[src/rtl/disp_pkg.sv]
// Shared definitions for the voltage display path: FSM encoding, BCD sizing
// and the double-dabble nibble adjust used by the conversion engine.
package disp_pkg;

  typedef enum logic [2:0] {
    StIdle,
    StMult,
    StClamp,
    StShift,
    StDone
  } disp_state_e;

  localparam logic [13:0] MV_MAX     = 14'd9999;
  localparam int unsigned BCD_DIGITS = 4;
  localparam int unsigned MV_W       = 14;
  localparam int unsigned BCD_W      = 4 * BCD_DIGITS;

  // Add 3 to every nibble that is >= 5 so the following left shift carries
  // correctly into the next decimal digit.
  function automatic logic [BCD_W-1:0] dd_adjust(logic [BCD_W-1:0] bcd);
    logic [BCD_W-1:0] res;
    res = bcd;
    for (int i = 0; i < int'(BCD_DIGITS); i++) begin
      if (bcd[4*i +: 4] >= 4'd5) begin
        res[4*i +: 4] = bcd[4*i +: 4] + 4'd3;
      end
    end
    return res;
  endfunction

endpackage

[src/rtl/bin2bcd_dd.sv]
// Iterative double-dabble converter: 14-bit binary to four BCD digits,
// one shift per clock, 14 iterations after start.
// Ports:
//   clk_i   - clock
//   rst_i   - synchronous active-high reset
//   start_i - load bin_i and begin a conversion
//   bin_i   - binary value to convert (<= 9999)
//   busy_o  - conversion in progress
//   done_o  - high during the final iteration; bcd_o is final the cycle after
//   bcd_o   - BCD accumulator {thou, hund, tens, ones}
module bin2bcd_dd
  import disp_pkg::*;
(
  input  logic              clk_i,
  input  logic              rst_i,
  input  logic              start_i,
  input  logic [MV_W-1:0]   bin_i,
  output logic              busy_o,
  output logic              done_o,
  output logic [BCD_W-1:0]  bcd_o
);

  logic              busy_q, busy_d;
  logic [3:0]        bitcnt_q, bitcnt_d;
  logic [MV_W-1:0]   src_q, src_d;
  logic [BCD_W-1:0]  bcd_q, bcd_d;
  logic [BCD_W-1:0]  adj;

  always_comb begin
    adj      = dd_adjust(bcd_q);
    busy_d   = busy_q;
    bitcnt_d = bitcnt_q;
    src_d    = src_q;
    bcd_d    = bcd_q;
    if (start_i) begin
      src_d    = bin_i;
      bcd_d    = '0;
      bitcnt_d = 4'd13;
      busy_d   = 1'b1;
    end else if (busy_q) begin
      {bcd_d, src_d} = {adj[BCD_W-2:0], src_q, 1'b0};
      if (bitcnt_q == 4'd0) begin
        busy_d = 1'b0;
      end else begin
        bitcnt_d = bitcnt_q - 4'd1;
      end
    end
  end

  always_ff @(posedge clk_i) begin
    if (rst_i) begin
      busy_q   <= 1'b0;
      bitcnt_q <= '0;
      src_q    <= '0;
      bcd_q    <= '0;
    end else begin
      busy_q   <= busy_d;
      bitcnt_q <= bitcnt_d;
      src_q    <= src_d;
      bcd_q    <= bcd_d;
    end
  end

  // Flag the last iteration so the parent can step to DONE on the same edge
  // that completes the conversion.
  assign done_o = busy_q && (bitcnt_q == 4'd0);
  assign busy_o = busy_q;
  assign bcd_o  = bcd_q;

endmodule

[src/rtl/volt_bcd_disp.sv]
// Periodically samples the quantizer code, scales it to millivolts, clamps
// to 9999 and converts to four BCD digits held stable between refreshes.
// Ports:
//   clk_i        - system clock
//   rst_i        - synchronous active-high reset
//   volt_in_i    - 12-bit amplitude code
//   hold_i       - ignore sample ticks while high
//   bcd_thou_o.. - displayed digits (mV)
//   ovf_o        - last conversion was clamped
//   bcd_valid_o  - one-cycle pulse when digits update
module volt_bcd_disp
  import disp_pkg::*;
#(
  parameter int unsigned REFRESH_CNT = 5_000_000,
  parameter int unsigned SCALE_MUL   = 1611,
  parameter int unsigned SCALE_SHIFT = 9
) (
  input  logic        clk_i,
  input  logic        rst_i,
  input  logic [11:0] volt_in_i,
  input  logic        hold_i,
  output logic [3:0]  bcd_thou_o,
  output logic [3:0]  bcd_hund_o,
  output logic [3:0]  bcd_tens_o,
  output logic [3:0]  bcd_ones_o,
  output logic        ovf_o,
  output logic        bcd_valid_o
);

  localparam logic [31:0] RcntLast = 32'(REFRESH_CNT - 1);
  localparam logic [15:0] ScaleMul = 16'(SCALE_MUL);

  disp_state_e       state_q, state_d;
  logic [31:0]       rcnt_q, rcnt_d;
  logic [11:0]       vreg_q, vreg_d;
  logic [27:0]       prod_q, prod_d;
  logic              ovf_n_q, ovf_n_d;
  logic [BCD_W-1:0]  digits_q, digits_d;
  logic              ovf_q, ovf_d;
  logic              valid_q, valid_d;

  logic              tick;
  logic [27:0]       mv;
  logic [MV_W-1:0]   mv_sel;
  logic              eng_start, eng_busy, eng_done;
  logic [BCD_W-1:0]  eng_bcd;

  assign tick   = (rcnt_q == RcntLast);
  assign rcnt_d = tick ? 32'd0 : rcnt_q + 32'd1;

  assign mv        = prod_q >> SCALE_SHIFT;
  assign mv_sel    = (mv > 28'(MV_MAX)) ? MV_MAX : mv[MV_W-1:0];
  assign eng_start = (state_q == StClamp) && !eng_busy;

  bin2bcd_dd u_bin2bcd (
    .clk_i   (clk_i),
    .rst_i   (rst_i),
    .start_i (eng_start),
    .bin_i   (mv_sel),
    .busy_o  (eng_busy),
    .done_o  (eng_done),
    .bcd_o   (eng_bcd)
  );

  always_comb begin
    state_d  = state_q;
    vreg_d   = vreg_q;
    prod_d   = prod_q;
    ovf_n_d  = ovf_n_q;
    digits_d = digits_q;
    ovf_d    = ovf_q;
    valid_d  = 1'b0;
    case (state_q)
      StIdle: begin
        if (tick && !hold_i) begin
          vreg_d  = volt_in_i;
          state_d = StMult;
        end
      end
      StMult: begin
        prod_d  = 28'(vreg_q) * 28'(ScaleMul);
        state_d = StClamp;
      end
      StClamp: begin
        ovf_n_d = (mv > 28'(MV_MAX));
        state_d = StShift;
      end
      StShift: begin
        if (eng_done) state_d = StDone;
      end
      StDone: begin
        digits_d = eng_bcd;
        ovf_d    = ovf_n_q;
        valid_d  = 1'b1;
        state_d  = StIdle;
      end
      default: state_d = StIdle;
    endcase
  end

  always_ff @(posedge clk_i) begin
    if (rst_i) begin
      state_q  <= StIdle;
      rcnt_q   <= '0;
      vreg_q   <= '0;
      prod_q   <= '0;
      ovf_n_q  <= 1'b0;
      digits_q <= '0;
      ovf_q    <= 1'b0;
      valid_q  <= 1'b0;
    end else begin
      state_q  <= state_d;
      rcnt_q   <= rcnt_d;
      vreg_q   <= vreg_d;
      prod_q   <= prod_d;
      ovf_n_q  <= ovf_n_d;
      digits_q <= digits_d;
      ovf_q    <= ovf_d;
      valid_q  <= valid_d;
    end
  end

  assign {bcd_thou_o, bcd_hund_o, bcd_tens_o, bcd_ones_o} = digits_q;
  assign ovf_o       = ovf_q;
  assign bcd_valid_o = valid_q;

endmodule
[config.mk]
export PLATFORM = sky130hd
export DESIGN_NAME = volt_bcd_disp
export DESIGN_NICKNAME = d
export VERILOG_FILES = /design/src/rtl/disp_pkg.sv /design/src/rtl/bin2bcd_dd.sv /design/src/rtl/volt_bcd_disp.sv
export SDC_FILE = /design/constraint.sdc
export NUM_CORES = 1
export LEC_CHECK = 0
export CAP_MARGIN = 20
export CORE_UTILIZATION = 40
export CTS_CLUSTER_SIZE = 10
export DETAILED_ROUTE_END_ITERATION = 8
export PLACE_DENSITY = 0.6
export SKIP_CTS_REPAIR_TIMING = 1
export SYNTH_ARGS = -nofsm -noshare
export SYNTH_HDL_FRONTEND = slang
export SYNTH_HIERARCHICAL = 1
export SYNTH_SLANG_ARGS = --single-unit
[constraint.sdc]
create_clock -name clk_i -period 13.6 [get_ports clk_i]
set_input_delay 2.72 -clock clk_i [delete_from_list [all_inputs] [get_ports clk_i]]
set_output_delay 2.72 -clock clk_i [all_outputs]
set_load 0.01 [all_outputs]
== After elaboration in Yosys (flattened, before gate mapping) ==
Index checks and enable logic that the tools add are counted.

* Multiply operators: 1
* Reduce and logical (&&, ||, !) cells: 14
* Bitwise gates (word level): 1
* Muxes and demuxes: 17
* Equality and inequality tests: 8
* $lt $le $gt $ge: 5
* Add/sub/neg operators: 6

{| class="wikitable"
|+ Operators by type and width
! operator !! number
|-
| 14-bit 2-to-1 mux || 3
|-
| 32-bit by 1-bit adder with 32-bit output, second input constant || 1
|-
| 32-bit by 23-bit == test with 1-bit output, second input constant || 1
|-
| 4-bit 2-to-1 mux || 6
|-
| 12-bit by 11-bit multiplier with 23-bit output, second input constant || 1
|-
| 4-bit by 3-bit >= comparator with 1-bit output, second input constant || 4
|-
| 14-bit greater-than comparator, second input constant || 1
|-
| 4-bit by 2-bit adder with 4-bit output, second input constant || 3
|-
| 3-bit one-hot mux with 4 select lines || 1
|-
| 3-bit 2-to-1 mux || 3
|-
| 2-bit AND reduction || 4
|-
| 3-bit by 2-bit == test with 1-bit output, second input constant || 2
|-
| 2-bit != test, second input constant || 3
|-
| 4-bit zero test || 1
|-
| 1-bit 2-to-1 mux || 4
|-
| 2-bit OR reduction || 2
|-
| 4-bit by 1-bit subtractor with 4-bit output, second input constant || 1
|-
| 3-bit by 2-bit adder with 3-bit output, second input constant || 1
|-
| 3-bit by 1-bit == test with 1-bit output, second input constant || 1
|-
| 3-bit == test, second input constant || 1
|-
| 1-bit logical AND || 3
|-
| 3-bit zero test || 1
|-
| 1-bit zero test || 2
|-
| 2-bit nonzero test || 1
|-
| 1-bit inverter || 1
|}

* Bits of input ports: 15
* Logic and storage cells: 65
* Register bits after elaboration: 124

== Longest topological paths before layout ==
Gate-level depths: netlist of the first run.

* Depth after elaboration: 4
* Depth in mapped cells: 16
* Mapped depth without buffers: 16

== Hierarchy ==
Netlist of the first run, hierarchy kept.

{| class="wikitable"
|+ Modules (own cells, without submodules)
! module !! instances !! area an instance (µm²) !! cells each
|-
| volt_bcd_disp || 1 || 5656.7 || 656
|-
| bin2bcd_dd || 1 || 1980.6 || 240
|}

== Least setup slack after synthesis of the first run ==
Ideal clock, no wire load.

* Path type: flip-flop to flip-flop
* From: register vreg_q[2]
* To: register prod_q[19]
* Library setup time: 0.122 ns
* Arrival time: 4.174 ns
* Period minus slack after synthesis: 4.296 ns
* Setup slack: 9.304 ns
* Required time: 13.478 ns
* Cell stages (with the launch flop): 15
* Path through: dfxtp_1 -> ha_1 -> fa_1 -> fa_1 -> fa_1 -> inv_1 -> fa_1 -> inv_1 -> ha_1 -> a21o_1 -> a21o_1 -> a21oi_1 -> o21a_1 -> a2111oi_0 -> a311o_1

* Word-level cells in the longest chain between the ends: 1

{| class="wikitable"
|+ RTL lines
! what !! line !! text
|-
| from (decl) || volt_bcd_disp.sv:35 || <nowiki>logic [11:0] vreg_q, vreg_d;</nowiki>
|-
| from (signal assigned) || volt_bcd_disp.sv:114 || <nowiki>vreg_q <= vreg_d;</nowiki>
|-
| 12-bit by 11-bit multiplier with 23-bit output || volt_bcd_disp.sv:81 || <nowiki>prod_d = 28'(vreg_q) * 28'(ScaleMul);</nowiki>
|-
| to (signal assigned) || volt_bcd_disp.sv:115 || <nowiki>prod_q <= prod_d;</nowiki>
|-
| to (decl) || volt_bcd_disp.sv:36 || <nowiki>logic [27:0] prod_q, prod_d;</nowiki>
|}

Every way passes these cells.
A chain may end at the register's enable or synchronous reset.

== Worst setup path after layout of the first run ==
Ends and elaborated chain as after synthesis.

==> results of run 1 <==
through the flow:
| stage | hold WS (ns) | setup slack, ns | instance area [um2] | cells | utilization |
|---|---|---|---|---|---|
| floorplan | 0.4268 | 9.304 | 7637 | 896 | - |
| global placement | 0.4364 | 8.877 | 8082 | 1128 | 0.4320 |
| detailed placement | 0.4384 | 8.835 | 8082 | 1128 | 0.4320 |
| CTS | 0.4452 | 9.047 | 8632 | 1156 | 0.4615 |
| global route | 0.4697 | 8.759 | 8632 | 1156 | 0.4615 |
| finish | 0.4437 | 9.034 | 8632 | 1156 | 0.4615 |
state kept, by name (all words and copies together) (netlist names):
register / flops
rcnt_q: 32
digits_q: 16
u_bin2bcd/bcd_o: 16
prod_q: 14
u_bin2bcd/src_q: 14
vreg_q: 12
u_bin2bcd/bitcnt_q: 4
state_q: 3
bcd_valid_o: 1
ovf_n_q: 1
ovf_o: 1
u_bin2bcd/busy_o: 1
report_power, final:
group | switching (uW) | total [uW] | internal (uW) | leakage, uW
clock | 148 | 418 | 270 | 0.000273
combinational | 23.0 | 34.8 | 11.8 | 0.00247
sequential | 4.00 | 345 | 341 | 0.000927
logic make-up after synthesis:
family          synth area share
mux                      0.04014
buf+inv                  0.07520
compound gates            0.1316
simple gates              0.2131
flops                     0.3014
xor+xnor                 0.03670
fa+ha+maj                 0.2018
worst max-delay path, stage by stage (launching register included):
cell       delay (ns)
dfxtp_1          0.43
ha_1             0.30
fa_1             0.55
fa_1             0.44
fa_1             0.52
inv_1            0.06
fa_1             0.53
inv_1            0.04
ha_1             0.37
a21o_1           0.25
a21o_1           0.18
a21oi_1          0.20
o21a_1           0.15
a2111oi_0        0.09
a311o_1          0.35
cell usage after synthesis, types with 4 or more instances:
library cell | n | area share
dfxtp_1 | 115 | 0.30
nand2_1 | 105 | 0.052
inv_1 | 100 | 0.049
ha_1 | 80 | 0.13
nor2_1 | 73 | 0.036
a21oi_1 | 64 | 0.042
fa_1 | 27 | 0.071
nand3_1 | 26 | 0.017
o21ai_0 | 21 | 0.014
xnor2_1 | 19 | 0.022
clkbuf_1 | 16 | 0.0079
mux2i_1 | 16 | 0.021
nand2b_1 | 14 | 0.011
mux2_2 | 13 | 0.019
xor2_1 | 13 | 0.015
a31oi_1 | 12 | 0.0098
and3_1 | 11 | 0.0090
nand4_1 | 11 | 0.0090
nor3_1 | 11 | 0.0072
or3_1 | 11 | 0.0090
buf_2 | 9 | 0.0059
and2_1 | 8 | 0.0066
o211ai_1 | 8 | 0.0079
nor4b_1 | 7 | 0.0080
nor4_1 | 6 | 0.0049
a2111o_1 | 5 | 0.0074
buf_1 | 5 | 0.0025
buf_4 | 5 | 0.0049
nor2b_1 | 5 | 0.0041
o21a_1 | 5 | 0.0049
a311o_1 | 4 | 0.0052
per-layer routing:
metal	part of all wire	vias up	GRT usage
li1	-	3108	-
met2	0.43	74	0.2645
met5	0	-	0
met3	0.024	14	0.02906
met4	0.011	0	0.05610
met1	0.53	2836	0.2503
area by class of cell:
class / instances / share of cell area
Sequential cell: 115 / 0.2669
Inverter: 101 / 0.04392
Clock buffer: 23 / 0.05769
Timing Repair Buffer: 36 / 0.04001
Clock inverter: 5 / 0.006088
Multi-Input combinational cell: 642 / 0.5515
Tap cell: 234 / 0.03392
worst max path at each step:
stage | start | endpoint | slack [ns] | depth (start not counted)
2_1_floorplan | vreg_q[2]$_SDFFE_PP0P_ | prod_q[19]$_SDFFE_PP0P_ | 9.30 | 14
3_3_place_gp | rst_i | prod_q[15]$_SDFFE_PP0P_ | 8.88 | 6
3_5_place_dp | rst_i | prod_q[19]$_SDFFE_PP0P_ | 8.83 | 6
4_1_cts | vreg_q[2]$_SDFFE_PP0P_ | prod_q[19]$_SDFFE_PP0P_ | 9.05 | 14
5_1_grt | vreg_q[2]$_SDFFE_PP0P_ | prod_q[15]$_SDFFE_PP0P_ | 8.76 | 14
6_report | vreg_q[2]$_SDFFE_PP0P_ | prod_q[19]$_SDFFE_PP0P_ | 9.03 | 14
==> key figures, run 1 <==
Outcome
  – Status: finished, violations left
  – Violated checks: design-rule violations

Timing
  – Worst-Margin Slew: 0.7778 ns
  – Setup TNS: 0 ns
  – Tmin final: 4.566 ns
  – Unrepaired setup endpoints after global routing: no
  – Fmax: 219.0 MHz
  – Final Hold Viols: 0
  – Final setup fails: 0
  – Max-slew violation count: 0
  – Tcrit/Tclk final: 0.3358
  – Worst clock skew: 0.01283 ns
  – Slew headroom: 0.4815

Setup path
  – Worst path required time: 13.89 ns
  – Critical-path maximum fanout: 7
  – Kind of critical path: reg -> reg
  – CP startpoint kind: flop
  – Worst R2R Path Depth: 14
  – Setup slack, reg-to-reg: 9.03 ns
  – Crit path capture type: flop
  – FF-to-FF End: prod_q[19]$_SDFFE_PP0P_
  – Reg-to-reg startpoint: vreg_q[2]$_SDFFE_PP0P_
  – WP data arrival: slightly below 5 ns

Placement
  – GP Congestion: 0.8249
  – I/O Buffers: 32
  – Placed wire-length estimate: 11680 um

Detailed routing
  – DRT Wirelength: 15910 um
  – Pre-antenna DRT Iters: 6
  – 1st-iter DRT viols: 300
  – Via count of the routed design: 6032
  – Post-route antenna net violation count: 0
  – Number of remaining DRC errors: 1
  – DR WL/cell: 13.76 um
  – Via density: 5.218

Final layout
  – Commonest non-fill, non-tap cells in the layout: dfxtp_1, nand2_1, inv_1, ha_1, nor2_1
  – # nets final: slightly above 1000
  – Diode count: 0
  – Area of the multi-input gates: 4761 um2
  – Most common cell after layout, fill and taps aside: dfxtp_1
  – Fill cells: 1830
  – Layout cells sized above 1: 0.06616
  – Area Growth Syn to Fin: 13.02%
  – Register Area: approximately 2300 um2

Hold path
  – Hold path depth: 2
  – Type of the most critical hold path: reg -> reg
  – Endpoint, Worst Hold: prod_q[10]$_SDFFE_PP0P_
  – Hold_sp: prod_q[10]$_SDFFE_PP0P_

Die
  – Starting density of the core: 0.4083
  – Core Rows: 50
  – Die H: 140.2 um
  – Full die area: just under 20000 um2
  – IO Count: 33
  – Core Area: between 15000 and 20000 um2
  – Die X: 140.2 um

GRT
  – Initial antenna violation count: 0
  – Pin count of the biggest net entering global routing: 73
  – Grt total ovfl: 0
  – All-Layer GR Usage: 0.1743
  – Global-route wire length before repair: 28010 um
  – Vias in the first global route: slightly below 6000

Logic synthesis
  – Synth warn: 6
  – Syn Area/Cell: 8.524 um2
  – Distinct cells, synth: 69
  – Post-synth EDFFs: 0
  – Sequential share of the synthesized area: 0.3014
  – Ys async rst share: 0
  – Synth Cell Area: 7637 um2
  – Post-synthesis register bit count: ~120
  – Mapped Cells: 896
  – Most common flop cell mapped by yosys: dfxtp_1
  – Syn Nets: 1018

Clocking
  – Max clock buf depth: 2
  – CTS Sinks: roughly 120
  – Root buffer cell: clkbuf_16
  – Reg clk slew, reported paths: 0.06 ns
  – Htree depth: 4
  – Worst-Skew Late Latency: 0.41 ns
  – CTS tree: done
  – Num CTS Buffers: 17

Pwr
  – Pleak: 0.003670 uW
  – VDD IR-drop max: 0.05495 mV
  – Power Density: 92.41 nW/um2
  – Total Power: 797.7 uW

Job
  – Max-Cap Viols: 0
Note: power is estimated with default switching activity, not from simulation.
==> inputs of run 2 (changes only) <==
==> constraint.sdc (replaced) <==
create_clock -name clk_i -period 4.3 [get_ports clk_i]
set_input_delay 0.86 -clock clk_i [delete_from_list [all_inputs] [get_ports clk_i]]
set_output_delay 0.86 -clock clk_i [all_outputs]
set_load 0.01 [all_outputs]
==> key figures, run 2 (synthesized netlist as in run 1, its figures left out) <==
Die
  – Starting density of the core: 0.4083
  – Die X: between 100 and 150 um
  – Die H: ~140 um
  – Core Area: 18710 um2
  – Core Rows: 50
  – Full die area: approximately 20000 um2
  – IO Count: 33

Final layout
  – Commonest non-fill, non-tap cells in the layout: dfxtp_1, nand2_1, inv_1, ha_1, nor2_1
  – Layout cells sized above 1: 0.1259
  – Fill cells: 1821
  – # nets final: roughly 1100
  – Area of the multi-input gates: around 5000 um2
  – Largest register FFs: 32
  – Diode count: 0
  – Area Growth Syn to Fin: 19.23%
  – Final instance area: about 9100 um2
  – Register Area: 2308 um2
  – Most common cell after layout, fill and taps aside: dfxtp_1
  – Top reg by flops: rcnt_q

Timing
  – Unrepaired setup endpoints after global routing: yes
  – Tmin final: 4.256 ns
  – Worst-Margin Slew: 0.7657 ns
  – Worst clock skew: 0.01120 ns
  – Fmax: 235.0 MHz
  – Slew headroom: 0.4883
  – Setup WS post-layout: 0.04428 ns
  – Final setup fails: 0
  – Setup TNS: 0 ns
  – Tcrit/Tclk final: 0.9897
  – Max-slew violation count: 0
  – Final Hold Viols: 0

GRT
  – Vias in the first global route: between 5000 and 6000
  – All-Layer GR Usage: 0.1803
  – Initial antenna violation count: 0
  – Grt total ovfl: 0
  – Global-route wire length before repair: 28360 um
  – Pin count of the biggest net entering global routing: 62

Clocking
  – CTS tree: done
  – Worst-Skew Late Latency: about 0.42 ns
  – Max clock buf depth: 2
  – CTS Sinks: 115
  – Reg clk slew, reported paths: 0.05 ns
  – Htree depth: 4
  – Num CTS Buffers: 17
  – Root buffer cell: clkbuf_16

Detailed routing
  – DR WL/cell: approximately 14 um
  – Number of remaining DRC errors: 0
  – Post-route antenna net violation count: 0
  – Pre-antenna DRT Iters: 5
  – Via count of the routed design: roughly 6200
  – DRT Wirelength: 16730 um
  – 1st-iter DRT viols: ~270
  – Via density: 5.234

Pwr
  – Total Power: around 2800 uW
  – Power Density: around 300 nW/um2
  – VDD IR-drop max: 0.2086 mV
  – Pleak: 0.003875 uW

Placement
  – Placed wire-length estimate: between 10000 and 15000 um
  – Pre-CTS WS: -0.07818 ns
  – GP Congestion: 0.8338
  – Post-DP Area: 8269 um2
  – I/O Buffers: 32

Setup path
  – WP data arrival: 4.61 ns
  – Crit path capture type: flop
  – Kind of critical path: reg -> reg
  – Worst path required time: 4.65 ns
  – CP startpoint kind: flop
  – Critical-path maximum fanout: 3

Hold path
  – Type of the most critical hold path: reg -> reg

Outcome
  – Status: finished, final reports clean

Job
  – Max-Cap Viols: 0
==> run 2: per-layer routing <==
layer / share of wire / up-vias / track usage
met5: 0 / - / 0
met4: 0.016 / 0 / 0.06767
met3: 0.026 / 19 / 0.03111
met2: 0.46 / 77 / 0.2884
met1: 0.50 / 2945 / 0.2427
li1: - / 3172 / -
==> run 2: cell type report <==
type / count / area share
Inverter: 101 / 0.04163
Sequential cell: 115 / 0.2535
Clock inverter: 9 / 0.01910
Clock buffer: 23 / 0.05359
Multi-Input combinational cell: 642 / 0.5386
Tap cell: 234 / 0.03215
Timing Repair Buffer: 63 / 0.06142
==> run 2: worst max-delay path: stages, from the launching register on <==
cell and delay [ns]:
dfxtp_4 0.36, ha_4 0.27, inv_2 0.04, fa_1 0.51, inv_2 0.04, fa_2 0.52
inv_2 0.04, fa_2 0.53, fa_1 0.41, inv_1 0.11, ha_4 0.23, and2_4 0.18
a311o_1 0.34, a2111oi_1 0.46, a311o_1 0.17
==> run 2: path summary, 6_finish.rpt <==
| kind | startpoint | depth (start not counted) | endpoint | slack (ns) |
|---|---|---|---|---|
| worst min register to register | digits_q[15]$_SDFFE_PP0P_ | 2 | digits_q[15]$_SDFFE_PP0P_ | 0.45 |
| worst min-delay path | digits_q[15]$_SDFFE_PP0P_ | 2 | digits_q[15]$_SDFFE_PP0P_ | 0.45 |
| worst max register to register | vreg_q[2]$_SDFFE_PP0P_ | 14 | prod_q[20]$_SDFFE_PP0P_ | 0.04 |
| worst max-delay path | vreg_q[2]$_SDFFE_PP0P_ | 14 | prod_q[20]$_SDFFE_PP0P_ | 0.04 |
==> run 2: through the flow <==
step,utilization,hold slack (ns),instances
after floorplan,-,0.4268,896
after global placement,0.4421,0.4453,1153
after detailed placement,0.4421,0.4470,1153
after CTS,0.4775,0.4551,1185
after global routing,0.4868,0.4671,1187
final,0.4868,0.4507,1187
==> run 2: power breakdown <==
group	switching (uW)	total [uW]	leakage [uW]	internal [uW]
clock	483	1570	0.000327	1090
sequential	12.5	1090	0.000929	1080
combinational	74.5	113	0.00262	38.1
total	570	2770	0.00387	2200
==> inputs of run 3 (changes only) <==
--- a/config.mk
+++ b/config.mk
@@ -6,10 +6,10 @@
 export NUM_CORES = 1
 export LEC_CHECK = 0
 export CAP_MARGIN = 20
-export CORE_UTILIZATION = 40
+export CORE_UTILIZATION = 62
 export CTS_CLUSTER_SIZE = 10
 export DETAILED_ROUTE_END_ITERATION = 8
-export PLACE_DENSITY = 0.6
+export PLACE_DENSITY = 0.84
 export SKIP_CTS_REPAIR_TIMING = 1
 export SYNTH_ARGS = -nofsm -noshare
 export SYNTH_HDL_FRONTEND = slang
==> key figures, run 3 (synthesized netlist as in run 1, its figures left out) <==
Detailed routing
  – Post-route antenna net violation count: 0
  – Via density: 6.025
  – DR WL/cell: 16.60 um
  – Pre-antenna DRT Iters: 6
  – 1st-iter DRT viols: 657
  – DRT Wirelength: 18220 um
  – Number of remaining DRC errors: 0
  – Via count of the routed design: 6609

Clocking
  – Worst-Skew Late Latency: 0.42 ns
  – CTS Sinks: 115
  – CTS tree: done
  – Num CTS Buffers: 17
  – Root buffer cell: clkbuf_16
  – Max clock buf depth: 2
  – Htree depth: 4
  – Reg clk slew, reported paths: 0.05 ns

Setup path
  – Worst path required time: 4.60 ns
  – CP startpoint kind: flop
  – Kind of critical path: reg -> reg
  – Critical-path maximum fanout: 4
  – WP data arrival: 4.52 ns
  – Crit path capture type: flop

Final layout
  – Largest register FFs: 32
  – Diode count: 0
  – Area Growth Syn to Fin: 15.87%
  – Final Util: 0.7368
  – Top reg by flops: rcnt_q
  – Most common cell after layout, fill and taps aside: dfxtp_1
  – Commonest non-fill, non-tap cells in the layout: dfxtp_1, nand2_1, inv_1, ha_1, nor2_1
  – Final instance area: 8850 um2
  – Layout cells sized above 1: 0.1116
  – # nets final: 1060

Timing
  – Tcrit/Tclk final: 0.9806
  – Slew headroom: 0.4669
  – Worst-Margin Slew: about 0.8 ns
  – Max-slew violation count: 0
  – Final setup fails: 0
  – Tmin final: 4.216 ns
  – Fmax: 237.2 MHz
  – Hold slack: 0.4490 ns
  – Worst clock skew: 0.005559 ns
  – Setup WS post-layout: around 0.084 ns
  – Final Hold Viols: 0
  – Unrepaired setup endpoints after global routing: yes

Die
  – Starting density of the core: 0.6358
  – Full die area: 12770 um2
  – Core Rows: 40
  – Die X: between 100 and 150 um
  – IO Count: 33
  – Core Area: 12010 um2
  – Die H: between 100 and 150 um

GRT
  – Vias in the first global route: 6201
  – All-Layer GR Usage: 0.2956
  – Global-route wire length before repair: 29790 um
  – Grt total ovfl: 0
  – Initial antenna violation count: 0
  – Pin count of the biggest net entering global routing: 72

Placement
  – Post-DP Area: 8153 um2
  – GP Congestion: 0.9055
  – Placed wire-length estimate: 12670 um
  – I/O Buffers: 32
  – Pre-CTS WS: -0.1207 ns

Pwr
  – NetSw: slightly below 600 uW
  – Clock Power Share: 0.532
  – Reg power frac: 0.424
  – Switching share of power: 0.2291
  – Internal Dissipation: 1978 uW
  – Pleak: 0.003806 uW
  – Power Density: 289.9 nW/um2
  – Logic pwr share: 0.044
  – VDD IR-drop max: 0.2420 mV

Outcome
  – Status: finished, final reports clean

Hold path
  – Type of the most critical hold path: reg -> reg

Job
  – Max-Cap Viols: 0
-- run 3: cell types whose count changed in the layout (fill, tap and decap cells not counted), sizes merged --
| cell | delta |
|---|---|
| buf | -2 |
| clkinv | +2 |
| bufinv | -3 |
-- run 3: worst max-delay path, stage by stage, from the launching register on --
cell       delay, ns
dfxtp_4         0.37
ha_4            0.25
fa_1            0.53
fa_1            0.45
fa_1            0.51
inv_1           0.05
fa_1            0.53
inv_1           0.06
ha_4            0.26
a21o_1          0.19
a21o_1          0.18
a21oi_2         0.18
o21a_1          0.18
a2111oi_2       0.07
a311o_1         0.29
-- run 3: worst paths after layout --
check	endpoint	from	cells after the start	slack, ns
max	prod_q[19]$_SDFFE_PP0P_	vreg_q[2]$_SDFFE_PP0P_	14	0.08
min	prod_q[10]$_SDFFE_PP0P_	prod_q[10]$_SDFFE_PP0P_	2	0.45
max reg2reg	prod_q[19]$_SDFFE_PP0P_	vreg_q[2]$_SDFFE_PP0P_	14	0.08
min reg2reg	prod_q[10]$_SDFFE_PP0P_	prod_q[10]$_SDFFE_PP0P_	2	0.45
-- run 3: power by group through the flow --
stage | clock, uW | sequential [uW] | combinational, uW
after global placement | 0 | 1110 | 107
after global routing | 1420 | 1090 | 124
after floorplan | 0 | 1110 | 83.4
final | 1360 | 1090 | 113
after CTS | 1380 | 1090 | 110
after detailed placement | 0 | 1110 | 109
-- run 3: final cells by class --
type	count	area [um2]
clock buffer	23	457.9
clock inverter	8	105.1
fill	821	3162
inverter	101	379.1
multi-input combinational	642	4880
sequential	115	2311
tap	147	183.9
timing repair buffer	61	533.0
-- run 3: per-stage QoR --
step / TNS (ns) / total power, uW / std cells
6_report: 0 / 2565 / 1097
5_1_grt: -0.1379 / 2632 / 1097
4_1_cts: -0.8122 / 2576 / 1096
3_5_place_dp: -0.6486 / 1221 / 1065
3_3_place_gp: -0.04132 / 1218 / 1065
2_1_floorplan: 0 / 1191 / 896
-- run 3: routing by layer --
metal  global-route usage  wire length [um]
met4               0.1167               520
met2               0.4807              8446
met3              0.05678              1271
met5                    0                 0
met1               0.3896              7977
